[config.mk]
export PLATFORM = sky130hd
export DESIGN_NAME = instr_fetch
export DESIGN_NICKNAME = d
export VERILOG_FILES = /design/src/rtl/instr_fetch.sv
export SDC_FILE = /design/constraint.sdc
export NUM_CORES = 1
export LEC_CHECK = 0
export ABC_AREA = 1
export CORE_MARGIN = 3
export CORE_UTILIZATION = 46
export CTS_BUF_LIST = sky130_fd_sc_hd__clkbuf_4 sky130_fd_sc_hd__clkbuf_8
export CTS_CLUSTER_SIZE = 16
export DETAILED_ROUTE_END_ITERATION = 6
export GPL_TIMING_DRIVEN = 0
export PLACE_DENSITY = 0.79
export SLEW_MARGIN = 10
export SYNTH_ARGS = -nofsm -noshare
export SYNTH_HDL_FRONTEND = slang
export SYNTH_SLANG_ARGS = --single-unit
[constraint.sdc]
create_clock -name clk -period 2.5 [get_ports clk]
set_input_delay 0.375 -clock clk [delete_from_list [all_inputs] [get_ports clk]]
set_output_delay 0.375 -clock clk [all_outputs]
set_load 0.05 [all_outputs]
[src/rtl/instr_fetch.sv]
// Instruction fetch stage: holds the PC, issues one request per instruction to a
// variable-latency instruction memory, holds the fetched word and advances the PC on Commit.
module instr_fetch #(
  parameter logic [31:0] RESET_PC = 32'h0000_0000,
  parameter logic [7:0]  TIMEOUT  = 8'd255
) (
  input  logic        clk,
  input  logic        reset,
  output logic        imem_req,
  output logic [31:0] imem_addr,
  input  logic        imem_valid,
  input  logic [31:0] imem_rdata,
  output logic [31:0] Instr,
  output logic        Instr_valid,
  output logic [31:0] PC,
  output logic [31:0] PC_plus4,
  input  logic        Commit,
  input  logic        Jump,
  input  logic        Branch,
  input  logic        Zero,
  output logic        Fault
);

  typedef enum logic [1:0] {FETCH, WAIT, HOLD, HALT} state_t;

  state_t      state;
  logic [7:0]  wait_cnt;
  logic [31:0] branch_off;
  logic [31:0] next_pc;

  assign PC_plus4  = PC + 32'd4;
  assign imem_addr = PC;

  always_comb begin
    branch_off = {{14{Instr[15]}}, Instr[15:0], 2'b00};
    if (Jump)
      next_pc = {PC_plus4[31:28], Instr[25:0], 2'b00};
    else if (Branch && Zero)
      next_pc = PC_plus4 + branch_off;
    else
      next_pc = PC_plus4;
  end

  // The request pulse is registered on leaving FETCH, so it is visible during the
  // first WAIT cycle, which is also the earliest cycle a response is accepted.
  always_ff @(posedge clk) begin
    if (reset) begin
      state       <= FETCH;
      PC          <= RESET_PC;
      imem_req    <= 1'b0;
      Instr       <= '0;
      Instr_valid <= 1'b0;
      Fault       <= 1'b0;
      wait_cnt    <= '0;
    end else begin
      imem_req <= 1'b0;
      unique case (state)
        FETCH: begin
          imem_req <= 1'b1;
          wait_cnt <= '0;
          state    <= WAIT;
        end
        WAIT: begin
          if (imem_valid) begin
            Instr       <= imem_rdata;
            Instr_valid <= 1'b1;
            state       <= HOLD;
          end else begin
            wait_cnt <= wait_cnt + 8'd1;
            if (TIMEOUT != '0 && wait_cnt + 8'd1 == TIMEOUT) begin
              Fault <= 1'b1;
              state <= HALT;
            end
          end
        end
        HOLD: begin
          if (Commit) begin
            PC          <= next_pc;
            Instr_valid <= 1'b0;
            state       <= FETCH;
          end
        end
        HALT: state <= HALT;
      endcase
    end
  end

endmodule
==> metrics.md, run 1 <==
| Metric | Value |
|---|---|
| Final hold vios | `0` |
| Initial antenna violation count | `0` |
| Status | `finished with violations` |
| Routed WL | `29100 um` |
| Initial DRC count | `822` |
| Num Clock Sinks | `75` |
| Library cells used by synthesis | `45` |
| LEAKAGE | `4.92 nW` |
| Avg Inst Size Synth | `6.01 um2` |
| Worst slew margin | `0.371` |
| Yosys warnings | `0` |
| Fmax | `341 MHz` |
| Aggregate global routing overflow | `0` |
| ANT nets after route | `0` |
| Vias in the first global route | `7983` |
| Antenna cells | `0` |
| Worst slew pin tran | `0.943 ns` |
| Max VDD drop | `0.000441 V` |
| Nets | `1408` |
| Ratio of cells with drive above 1 in the final layout | `0.341` |
| Post-Syn Instances | `1082` |
| Post-synthesis register bit count | `75` |
| Arrival time worst endpoint | `3.16 ns` |
| Endpoints failing setup | `28` |
| Vias per cell | `5.68` |
| Clk_skew | `0.0147 ns` |
| Post-layout min period | `2.93 ns` |
| Die height | `125 um` |
| CP Launch Type | `flip-flop` |
| Failing checks | `negative setup slack` |
| Post-DP HPWL | `19900 um` |
| CTS hold repair buffers | `0` |
| Area leader, netlist | `dfxtp_1` |
| Asr flop ratio synth | `0` |
| Die area | `15600 um2` |
| Initial Util | `0.481` |
| Clock Latency Late Sink | `0.38 ns` |
| Int Pwr | `2.24 mW` |
| CP Capture Type | `flip-flop` |
| Post-synth top area share | `0.231` |
| Final period utilization | `1.17` |
| NetSw | `1.50 mW` |
| Post-synthesis sequential area ratio | `0.231` |
| Clock root cell | `clkbuf_8` |
| Crit Path Class | `flip-flop to flip-flop` |
| Reg2reg setup slack | `-0.43 ns` |
| Vias | `8581` |
| Unrepaired setup endpoints after global routing | `true` |
| Gate power share | `0.361` |
| Area of the core | `13500 um2` |
| PD cells | `349 nW/um2` |
| Cts bufs inserted | `9` |
| Htree depth | `3` |
| Most frequent cell after synthesis | `nand2_1` |
| Largest net degree at the start of global routing | `25` |
| Clock buffer depth | `2` |
| Min Hold Slack | `0.230 ns` |
| Syn Std Cell Area | `6500 um2` |
| Top cells by area, synth | `dfxtp_1 23%, nand2_1 17%, inv_1 8.6%, nor2_1 7.5%, a21oi_1 7.4%` |
| DP Area | `8850 um2` |
| First-pass GRT wire length | `41100 um` |
| Finished Cell Area | `10700 um2` |
| DRT Pass-1 Iters | `6` |
| Die span in x | `125 um` |
| Global Route Usage Sum | `0.328` |
| Post-synth EDFFs | `0` |
| CTS tree | `yes` |
| Crit path max fanout | `5` |
| Worst Hold Class | `primary input to flip-flop` |
| Sw Ratio | `0.401` |
| DRC errors left | `0` |
| Synth top cells by count | `292 x nand2_1, 149 x inv_1, 130 x nor2_1, 96 x a21oi_1, 75 x dfxtp_1` |
| Area Overhead vs Synth | `65.1%` |
| Final WS setup | `-0.432 ns` |
| DR WL/cell | `19.2 um` |
| IO Count | `170` |
| Ys flop type | `dfxtp_1` |
| Port buffer count | `161` |
| Clock transition at path regs | `0.10 ns` |
| Final GP Congestion | `0.983` |
| Clock power frac | `0.272` |
| Sequential fraction of design power | `0.367` |
| Number of placement rows | `42` |
| Slew Viols, Final | `0` |
| Max Cap Viol | `0` |
| CP required | `2.73 ns` |
## cell type report
cell class | instances | area [um2]
Buffer | 62 | 405
Sequential cell | 75 | 1590
Inverter | 153 | 594
Clock buffer | 11 | 145
Multi-Input combinational cell | 797 | 5560
Timing Repair Buffer | 232 | 2160
Tap cell | 176 | 220
Fill cell | 959 | 2780
Clock inverter | 5 | 60.1
## state kept, by name, indices dropped and copies added, names as in the netlist
signal	cells
Fault	1
state	2
Instr_valid	1
Instr	32
PC	30
imem_req	1
wait_cnt	8
## layer usage
metal | wire length, um | vias up | track usage | part of all wire
li1 | - | 3908 | - | -
met1 | 11000 | 3927 | 0.416 | 0.38
met2 | 13400 | 580 | 0.543 | 0.46
met3 | 2980 | 166 | 0.0545 | 0.10
met4 | 1720 | 0 | 0.154 | 0.059
met5 | 0 | - | 0 | 0
## power groups by stage
| stage | Combinational, mW | Clock (mW) | Sequential, mW |
|---|---|---|---|
| global placement | 1.14 | 0 | 1.39 |
| detailed placement | 1.15 | 0 | 1.40 |
| CTS | 1.25 | 1.02 | 1.37 |
| global route | 1.42 | 1.07 | 1.38 |
| finish | 1.35 | 1.02 | 1.37 |
| floorplan | 0.566 | 0 | 1.57 |
## what timing repair did
action | in CTS | in global routing
setup endpoints to repair | 53 | 42
pin swaps | 52 | 88
gates cloned | 0 | 0
gates resized for setup | 257 | 159
setup buffers | 44 | 27
## placed cells by master (no fill, tap or decap), types with 9 or more instances in the layout
| master | instances |
|---|---|
| o21ai_0 | 58 |
| nand2_2 | 43 |
| inv_1 | 125 |
| clkbuf_1 | 18 |
| nor2_4 | 30 |
| dfxtp_4 | 22 |
| ha_4 | 25 |
| buf_4 | 101 |
| o21ai_1 | 10 |
| nor2_1 | 91 |
| xor2_2 | 10 |
| nand2_4 | 33 |
| dfxtp_1 | 48 |
| nor2_2 | 16 |
| a21oi_1 | 69 |
| buf_6 | 9 |
| nand2_1 | 220 |
| nand3_1 | 40 |
| nand4_1 | 12 |
| buf_2 | 12 |
| ha_1 | 13 |
| clkbuf_8 | 13 |
| clkdlybuf4s50_1 | 133 |
| inv_2 | 21 |
| a21oi_2 | 29 |
| nand3_2 | 16 |
## logic make-up (layout without fill, tap and decap cells)
logic type | Yosys count | in the layout | share of synthesized area
adders and majority gates | 39 | 39 | 0.0763
DFF | 75 | 75 | 0.231
xor gates and xnor gates | 26 | 26 | 0.0374
other | 1 | 6 | 0.000577
buffers and inverters | 215 | 463 | 0.151
and+or+nand+nor | 530 | 530 | 0.342
AOI/OAI and AO/OA | 196 | 196 | 0.162
## through the flow
step                      power (mW)  instances  worst slack [ns]  setup TNS (ns)  utilization
after floorplan                 2.14       1087            -0.465           -8.99            -
after global placement          2.53       1424            -0.829          -15.14        0.655
after detailed placement        2.54       1424            -0.818          -15.72        0.655
after CTS                       3.63       1484            -0.352           -4.30        0.745
after global routing            3.87       1511            -0.540          -10.41        0.794
final                           3.75       1511            -0.432           -7.69        0.794
## critical path: stages, from the launching register on
cell and delay (ns):
dfxtp_4 0.44, nand2_4 0.10, nor2_4 0.13, nand4_1 0.20
nor2_1 0.16, nand2_1 0.10, xor2_2 0.20, inv_2 0.10
ha_4 0.28, nand2_4 0.11, inv_1 0.06, nand2_1 0.07
nand2_2 0.08, a21oi_2 0.19, nor2_2 0.08, nor2_2 0.10
nand2_1 0.06, nand2_1 0.08, nand3_2 0.07, nand2_2 0.12
a21oi_1 0.06
## worst paths after layout
check	from	end	cells after the start
worst min-delay path	reset	wait_cnt[2]	2
worst max register to register	PC[9]	PC[29]	20
worst max-delay path	PC[9]	PC[29]	20
worst min register to register	Fault	Fault	2
No activity file was read; power rests on OpenSTA's default activity.
==> run 2: changes to the inputs <==
CTS_CLUSTER_DIAMETER = 60   (was default)
==> results of run 2 <==
Final layout, timing and power as in run 1 (identical DEF).
